### src/rtl/ws2812_rx.sv
// ws2812_rx: WS2812 single-wire receiver. Measures high/low pulse widths in clk
// cycles, decodes BITS-wide MSB-first words and emits them on a valid/ready stream.
// Optional build macro WS2812_RX_FIFO_EN selects a 4-entry output FIFO; without it a
// single holding register is used.
//
// Handshake: rx_valid stays high, and rx_data stays stable, until the cycle in which
// rx_valid && rx_ready is seen on a rising clk edge; that edge is the transfer.
module ws2812_rx #(
    parameter int BITS     = 24,
    parameter int T_MIN    = 3,
    parameter int T_THRESH = 15,
    parameter int T_MAX    = 40,
    parameter int T_RESET  = 1250
) (
    input  logic            clk,
    input  logic            reset,
    input  logic            enable,
    input  logic            din,
    output logic [BITS-1:0] rx_data,
    output logic            rx_valid,
    input  logic            rx_ready,
    output logic            frame_end,
    output logic            err_glitch,
    output logic            err_long,
    output logic            err_partial,
    output logic            err_ovf,
    input  logic            err_clr,
    output logic [1:0]      dbg_state
);

    typedef enum logic [1:0] {
        S_IDLE  = 2'd0,
        S_HIGH  = 2'd1,
        S_LOW   = 2'd2,
        S_STUCK = 2'd3
    } state_e;

    logic sync1_q, sync2_q, prev_q;
    logic rise, fall;

    state_e          state_q, state_d;
    logic [15:0]     cnt_q, cnt_d, cnt_inc;
    logic [5:0]      bitcnt_q, bitcnt_d;
    logic [BITS-1:0] shreg_q, shreg_d, shift_val;
    logic            bit_val;
    logic            frame_end_q, frame_end_d;
    logic            set_glitch, set_long, set_partial, set_ovf;
    logic            err_glitch_q, err_long_q, err_partial_q, err_ovf_q;
    logic            push, pop;

    // Two-flop synchroniser followed by the edge-detect register
    always_ff @(posedge clk or negedge reset) begin
        if (!reset) begin
            sync1_q <= 1'b0;
            sync2_q <= 1'b0;
            prev_q  <= 1'b0;
        end else begin
            sync1_q <= din;
            sync2_q <= sync1_q;
            prev_q  <= sync2_q;
        end
    end

    assign rise      = sync2_q & ~prev_q;
    assign fall      = ~sync2_q & prev_q;
    assign cnt_inc   = (cnt_q == 16'hFFFF) ? cnt_q : cnt_q + 16'd1;
    assign bit_val   = (cnt_q >= 16'(T_THRESH));
    assign shift_val = (shreg_q << 1) | BITS'(bit_val);

    // Decoder state, counters, shift register and pulse/sticky flags
    always_ff @(posedge clk or negedge reset) begin
        if (!reset) begin
            state_q       <= S_IDLE;
            cnt_q         <= 16'd0;
            bitcnt_q      <= 6'd0;
            shreg_q       <= '0;
            frame_end_q   <= 1'b0;
            err_glitch_q  <= 1'b0;
            err_long_q    <= 1'b0;
            err_partial_q <= 1'b0;
            err_ovf_q     <= 1'b0;
        end else begin
            state_q       <= state_d;
            cnt_q         <= cnt_d;
            bitcnt_q      <= bitcnt_d;
            shreg_q       <= shreg_d;
            frame_end_q   <= frame_end_d;
            // A set in the same cycle as a clear wins
            err_glitch_q  <= set_glitch  | (err_glitch_q  & ~err_clr);
            err_long_q    <= set_long    | (err_long_q    & ~err_clr);
            err_partial_q <= set_partial | (err_partial_q & ~err_clr);
            err_ovf_q     <= set_ovf     | (err_ovf_q     & ~err_clr);
        end
    end

    // Next-state decode: pulse classification, bit shifting and word completion
    always_comb begin
        state_d     = state_q;
        cnt_d       = cnt_q;
        bitcnt_d    = bitcnt_q;
        shreg_d     = shreg_q;
        frame_end_d = 1'b0;
        set_glitch  = 1'b0;
        set_long    = 1'b0;
        set_partial = 1'b0;
        push        = 1'b0;
        if (!enable) begin
            // Disabled: drop any partial word, raise nothing
            state_d  = S_IDLE;
            cnt_d    = 16'd0;
            bitcnt_d = 6'd0;
            shreg_d  = '0;
        end else begin
            unique case (state_q)
                S_IDLE: begin
                    if (rise) begin
                        cnt_d   = 16'd1;
                        state_d = S_HIGH;
                    end
                end
                S_HIGH: begin
                    if (fall) begin
                        if (cnt_q < 16'(T_MIN)) begin
                            set_glitch = 1'b1;
                        end else if (bitcnt_q + 6'd1 == 6'(BITS)) begin
                            push     = 1'b1;
                            bitcnt_d = 6'd0;
                            shreg_d  = '0;
                        end else begin
                            shreg_d  = shift_val;
                            bitcnt_d = bitcnt_q + 6'd1;
                        end
                        cnt_d   = 16'd1;
                        state_d = S_LOW;
                    end else if (cnt_inc >= 16'(T_MAX)) begin
                        set_long = 1'b1;
                        bitcnt_d = 6'd0;
                        shreg_d  = '0;
                        cnt_d    = 16'd0;
                        state_d  = S_STUCK;
                    end else begin
                        cnt_d = cnt_inc;
                    end
                end
                S_LOW: begin
                    if (rise) begin
                        cnt_d   = 16'd1;
                        state_d = S_HIGH;
                    end else if (cnt_inc >= 16'(T_RESET)) begin
                        frame_end_d = 1'b1;
                        set_partial = (bitcnt_q != 6'd0);
                        bitcnt_d    = 6'd0;
                        shreg_d     = '0;
                        cnt_d       = 16'd0;
                        state_d     = S_IDLE;
                    end else begin
                        cnt_d = cnt_inc;
                    end
                end
                S_STUCK: begin
                    // Wait out the stuck-high line; the following latch gap resyncs
                    if (fall) begin
                        cnt_d   = 16'd1;
                        state_d = S_LOW;
                    end
                end
                default: state_d = S_IDLE;
            endcase
        end
    end

`ifdef WS2812_RX_FIFO_EN
    logic [BITS-1:0] mem_q [0:3];
    logic [1:0]      wr_ptr_q, rd_ptr_q;
    logic [2:0]      count_q;
    logic            full, accept;

    assign full    = (count_q == 3'd4);
    assign pop     = rx_valid & rx_ready;
    assign accept  = push & (~full | pop);
    assign set_ovf = push & full & ~pop;

    // Four-entry output FIFO
    always_ff @(posedge clk or negedge reset) begin
        if (!reset) begin
            for (int i = 0; i < 4; i++) mem_q[i] <= '0;
            wr_ptr_q <= 2'd0;
            rd_ptr_q <= 2'd0;
            count_q  <= 3'd0;
        end else begin
            if (accept) begin
                mem_q[wr_ptr_q] <= shift_val;
                wr_ptr_q        <= wr_ptr_q + 2'd1;
            end
            if (pop) rd_ptr_q <= rd_ptr_q + 2'd1;
            count_q <= count_q + {2'b00, accept} - {2'b00, pop};
        end
    end

    assign rx_data  = mem_q[rd_ptr_q];
    assign rx_valid = (count_q != 3'd0);
`else
    logic [BITS-1:0] hold_q;
    logic            valid_q, accept;

    assign pop     = valid_q & rx_ready;
    assign accept  = push & (~valid_q | pop);
    assign set_ovf = push & valid_q & ~pop;

    // Single holding register
    always_ff @(posedge clk or negedge reset) begin
        if (!reset) begin
            hold_q  <= '0;
            valid_q <= 1'b0;
        end else begin
            if (accept) begin
                hold_q  <= shift_val;
                valid_q <= 1'b1;
            end else if (pop) begin
                valid_q <= 1'b0;
            end
        end
    end

    assign rx_data  = hold_q;
    assign rx_valid = valid_q;
`endif

    assign frame_end   = frame_end_q;
    assign err_glitch  = err_glitch_q;
    assign err_long    = err_long_q;
    assign err_partial = err_partial_q;
    assign err_ovf     = err_ovf_q;
    assign dbg_state   = state_q;

endmodule

### config.mk
export PLATFORM = sky130hd
export DESIGN_NAME = ws2812_rx
export DESIGN_NICKNAME = d
export VERILOG_FILES = /design/src/rtl/ws2812_rx.sv
export SDC_FILE = /design/constraint.sdc
export NUM_CORES = 1
export LEC_CHECK = 0
export CAP_MARGIN = 0
export CORE_MARGIN = 2
export CORE_UTILIZATION = 45
export DETAILED_ROUTE_END_ITERATION = 10
export GPL_ROUTABILITY_DRIVEN = 0
export PLACE_DENSITY = 0.63
export RECOVER_POWER = 50
export SLEW_MARGIN = 30
export SYNTH_ARGS = -nofsm -noshare
export SYNTH_HDL_FRONTEND = slang
export SYNTH_SLANG_ARGS = --single-unit
### constraint.sdc
create_clock -name clk -period 3.45 [get_ports clk]
set_clock_uncertainty 0.15 [all_clocks]
set_input_delay 0.69 -clock clk [delete_from_list [all_inputs] [get_ports clk]]
set_output_delay 0.69 -clock clk [all_outputs]
set_load 0.02 [all_outputs]
==> results of run 1 <==
power by group:
| part | switching (W) | internal, W |
|---|---|---|
| Sequential | 0.0000341 | 0.000963 |
| Clock | 0.000397 | 0.000423 |
| Combinational | 0.000378 | 0.000190 |
| Total | 0.000810 | 0.00158 |
worst max-delay path: stages (launching register included):
cell,delay (ns)
dfrtp_1,0.46
ha_2,0.30
nand3_2,0.18
or3_1,0.39
nor4_2,0.32
o221ai_1,0.28
nor4_4,0.35
buf_4,0.27
nor3_2,0.09
mux2_1,0.32
cell usage in the layout, fill, tap and decap left out, drive strengths merged, types with 15 or more instances in the layout:
cell type and n:
dfrtp 80, nand2 47, nand3 15, o21ai 35, buf 19, clkdlybuf4s50 27
mux2 26, o31ai 25, nor2 24, inv 21
stage by stage:
stage,setup WS (ns),setup TNS [ns]
6_report,0.231,0
5_1_grt,-0.00485,-0.00485
4_1_cts,0.175,0
3_5_place_dp,0.186,0
3_3_place_gp,0.284,0
2_1_floorplan,0.568,0
final cells by class:
type / count / area [sq um] / area share
clock inverters: 7 / 111 / 0.0219
inverters: 18 / 67.6 / 0.0133
repair buffers: 56 / 520 / 0.102
clock buffers: 9 / 124 / 0.0244
multi-input cells: 309 / 2100 / 0.412
well taps: 129 / 161 / 0.0318
flip-flops and latches: 80 / 2000 / 0.394
kinds of logic after synthesis:
kind of cell    Yosys count  share of synthesized area
compound gates          112                      0.183
flops                    80                      0.467
mux                      32                     0.0822
xor+xnor                  1                    0.00204
fa+ha+maj                 9                     0.0262
buf+inv                  48                     0.0525
simple gates            155                      0.188
how the worst max path moves through the flow:
stage                     startpoint     endpoint  slack, ns  depth (start not counted)
after CTS                   cnt_q[0]  bitcnt_q[0]       0.18                          9
after global placement      cnt_q[0]  bitcnt_q[0]       0.28                         10
after detailed placement    cnt_q[0]  bitcnt_q[0]       0.19                          9
after global routing        cnt_q[3]  shreg_q[22]     -0.005                          8
final                       cnt_q[0]  bitcnt_q[0]       0.23                          9
after floorplan             cnt_q[0]  bitcnt_q[3]       0.57                         11
flip-flops by register name (all words and copies together), names as in the netlist:
signal and flops:
cnt_q 16, bitcnt_q 6, sync2_q 1, err_glitch 1, err_ovf 1, err_partial 1
sync1_q 1, dbg_state 2, rx_valid 1, rx_data 24, err_long 1, prev_q 1
shreg_q 23, frame_end 1
per-layer routing:
layer | track usage | wire, microns
met1 | 0.283 | 4390
met2 | 0.316 | 4600
met3 | 0.0290 | 456
met4 | 0.0790 | 177
met5 | 0 | 0
==> results by group, run 1 <==
Place
  – Detailed Place HPWL: 6.73 mm
  – Placed instance area: 0.00485 sq mm
  – Post-Place Cells: 592
  – Port Buffers: 37

Logic synthesis
  – Sequential-to-total area share from yosys stat: 0.467
  – Syn Nets: 452
  – Synth warn: 0
  – Post-synth EDFFs: 0
  – Top-area cell type share of the netlist area: 0.467
  – Ys flop type: dfrtp_1
  – Most frequent cell after synthesis: dfrtp_1
  – Yosys top cell by area: dfrtp_1
  – Synth area leaders: dfrtp_1, mux2_2, o31ai_1
  – Top post-synthesis cells by count: dfrtp_1, nand2_1, mux2_2, o31ai_1, nor2_1
  – Async SR Flop Fraction: 1.00
  – Mapped Cells: 437
  – Synthesized flop and latch total: 80
  – Distinct cells, synth: 53
  – Avg Inst Size Synth: 9.82 sq um
  – Synthesized area: 0.00429 sq mm

Flow run
  – Max_cap viols: 1

STA
  – Worst Max-Slew Pin Slew: 1.96 ns
  – Final setup fails: 0
  – Final min period: 3.22 ns
  – Fin. Hold Viols: 0
  – Fmax: 311 MHz
  – Slew Viols, Final: 81
  – Max transition margin: -0.305
  – RSZ-0062 raised after global routing: true
  – Period utilisation layout: 0.933
  – Hold WS: 0.225 ns

CTS
  – Clk Latency, worst-skew pair: 0.35 ns
  – Max H-tree Level: 3
  – Hold Buf Count CTS: 0
  – Max Buffers Root-to-Sink: 2
  – Clock Sinks: 80
  – Postcts setup bufs: 0
  – Clock-pin slew on the worst setup and hold paths: 0.10 ns
  – CTS tree: built
  – TritonCTS Buffers: 9
  – Clock Tree Root: clkbuf_8
  – Cts repair resizes: 0

Global routing
  – Global route overflow: 0
  – Initial antenna violation count: 0
  – Number of global-route vias before repair: 3,300
  – Largest net degree at the start of global routing: 81
  – Global-route wire length before repair: 16.5 mm
  – Overall routing resource usage: 0.202

Setup path
  – Cell count of the worst reg-to-reg path: 9
  – FF-to-FF Start: cnt_q[0]
  – Critical Path Source Type: flop
  – WP data arrival: 3.32 ns
  – Max Fanout on Critical Path: 15
  – Crit Path Class: flop to flop
  – WP data required: 3.55 ns
  – Critical Path End Type: flop
  – End of the worst register-to-register path: bitcnt_q[0]
  – Reg2reg setup slack: 0.23 ns

Routing
  – Final WL: 9.62 mm
  – 1st-iter DRT viols: 198
  – Residual DRC count: 0
  – Detailed-route wire length per cell: 15.8 microns
  – Via density: 5.75
  – Via count: 3,497
  – Final antenna-violating net count: 0
  – Pre-antenna DRT Iters: 5

Run status
  – Failing checks: max-capacitance violations, max-slew violations
  – Status: finished with violations

Die
  – FP Rows: 35
  – Initial Util: 0.464
  – Die area: 0.0103 sq mm
  – I/O pin count: 38
  – Die X: 102 microns
  – Die H: 102 microns
  – Core box area: 0.00924 sq mm

Cells and area
  – Share of layout cells above drive strength 1: 0.161
  – Filler Cell Count: 806
  – Cell area after layout: 0.00508 sq mm
  – N_diodes: 0
  – Final std cells w/o fill: 608
  – Layout overhead on the synthesized area: 18.5%
  – Fin nets: 489
  – Final Core Density: 0.550

Min path
  – Worst hold path startpoint: sync1_q
  – WHS Path Cells: 0
  – HP Class: flop to flop
  – Worst hold endpoint: sync2_q

Pwr
  – Worst-case vdd ir drop: 0.341 mV
  – Pwr Total: 0.00239 W
  – Leak: 2.31 nW
  – PwrDens: 469 mW/mm^2
(Power assumes the default switching activity.)
==> inputs of run 2 (changes only) <==
Settings changed: CTS_BUF_LIST set to sky130_fd_sc_hd__clkbuf_2 sky130_fd_sc_hd__clkbuf_4 sky130_fd_sc_hd__clkbuf_8.
==> results of run 2 <==
No change in the layout: final DEF, timing and power equal those of run 1.
==> edit: new RTL, config.mk and constraints of run 1 <==
`shreg_q` no longer has a reset.
--- a/src/rtl/ws2812_rx.sv
+++ b/src/rtl/ws2812_rx.sv
@@ -74,5 +74,4 @@
             cnt_q         <= 16'd0;
             bitcnt_q      <= 6'd0;
-            shreg_q       <= '0;
             frame_end_q   <= 1'b0;
             err_glitch_q  <= 1'b0;
@@ -84,5 +83,4 @@
             cnt_q         <= cnt_d;
             bitcnt_q      <= bitcnt_d;
-            shreg_q       <= shreg_d;
             frame_end_q   <= frame_end_d;
             // A set in the same cycle as a clear wins
@@ -92,4 +90,8 @@
             err_ovf_q     <= set_ovf     | (err_ovf_q     & ~err_clr);
         end
+    end
+
+    always_ff @(posedge clk) begin
+        shreg_q <= shreg_d;
     end
 
Function: same outputs for any inputs over 4 cycles, from zero or initial values and one cycle with reset low; that may be too few to reach the edited logic, so the function may still have changed.
==> edit against run 1 <==
- routed wire length fell by 6.8%
- synthesized area fell by 5.5%
- design area fell by 5.2%
- critical endpoint is now shreg_q[21]
- setup slack got worse by 0.079 ns
- highest routed layer unchanged
- total power fell by 2.1%
- count of clock-buffer cells in the layout rose by 1
- sequential power fell by 2.2%
- critical path depth rose by 1
- sequential cell count did not move
==> edit: results (changes against run 1) <==
placedCellCount: 549  # was 592
grt_max_degree: 39  # was 81
status: "completed"  # was finished, violations left
whs_ns: 0.213  # was 0.225 ns
grt_use_met2_pct: 29.8  # was 31.6%
gr-usage-met1_pct: 26.8  # was 28.3%
multiInputGateArea_sq_um: 2020  # was 2100 sq um
wl_met2_mm: 4.27  # was 4.60 mm
synth_cell_types: 57  # was 53
path_clk_slew_ns: 0.08  # was 0.10 ns
drive_gt1_share_pct: 15.5  # was 16.1%
synth_area_leaders: "dfrtp_1 (35%), dfxtp_1 (11%), nand2_1 (7.1%)"  # was dfrtp_1 (47%), mux2_2 (6.6%), o31ai_1 (4.4%)
fillers: 784  # was 806
switching_power_uw: 723  # was 810 uW
met1_length_mm: 4.04  # was 4.39 mm
wl_met3_microns: 462  # was 456 microns
dpl-instance-area_sq_um: 4570  # was 4850 sq um
crit_fanout: 23  # was 15
synthTopCellsByCount: "nand2_1 (77), dfrtp_1 (57), mux2i_1 (27)"  # was dfrtp_1 (80), nand2_1 (47), mux2_2 (25), o31ai_1 (25), nor2_1 (24)
sh_seq_area_pct: 39.2  # was 39.4%
globalRouteTotalUtil_pct: 19.2  # was 20.2%
clockBufferCount: 10  # was 9
grt_pass1_vias: 3103  # was 3300
multi_input_area_share_pct: 42.0  # was 41.2%
finalCritPeriodShare_pct: 95.6  # was 93.3%
==> edit: power groups by stage <==
stage	registers, mW	logic, mW	clock network [mW]
detailed placement	0.994	0.571	0
floorplan	1.00	0.408	0
finish	0.975	0.583	0.777
global placement	0.993	0.568	0
CTS	0.974	0.573	0.798
global route	0.979	0.649	0.838
==> edit: kinds of logic after synthesis <==
group,Yosys count
buf+inv,39
mux,52
flops,80
xor+xnor,3
compound gates,61
fa+ha+maj,9
simple gates,170
==> edit: timing repair <==
action / 4_1_cts / 5_1_grt
setup endpoints to repair: 0 / 36
endpoints found under the hold margin: 0 / 0
resized for setup: 0 / 7
buffers inserted: 0 / 1
==> edit: critical path, stage by stage (launching register included) <==
cell	delay, ns
dfrtp_1	0.39
ha_2	0.23
and3_2	0.26
a21o_1	0.18
a221o_1	0.37
or3_4	0.36
o311ai_4	0.33
nor2_2	0.13
or3_1	0.44
buf_12	0.19
mux2i_1	0.14
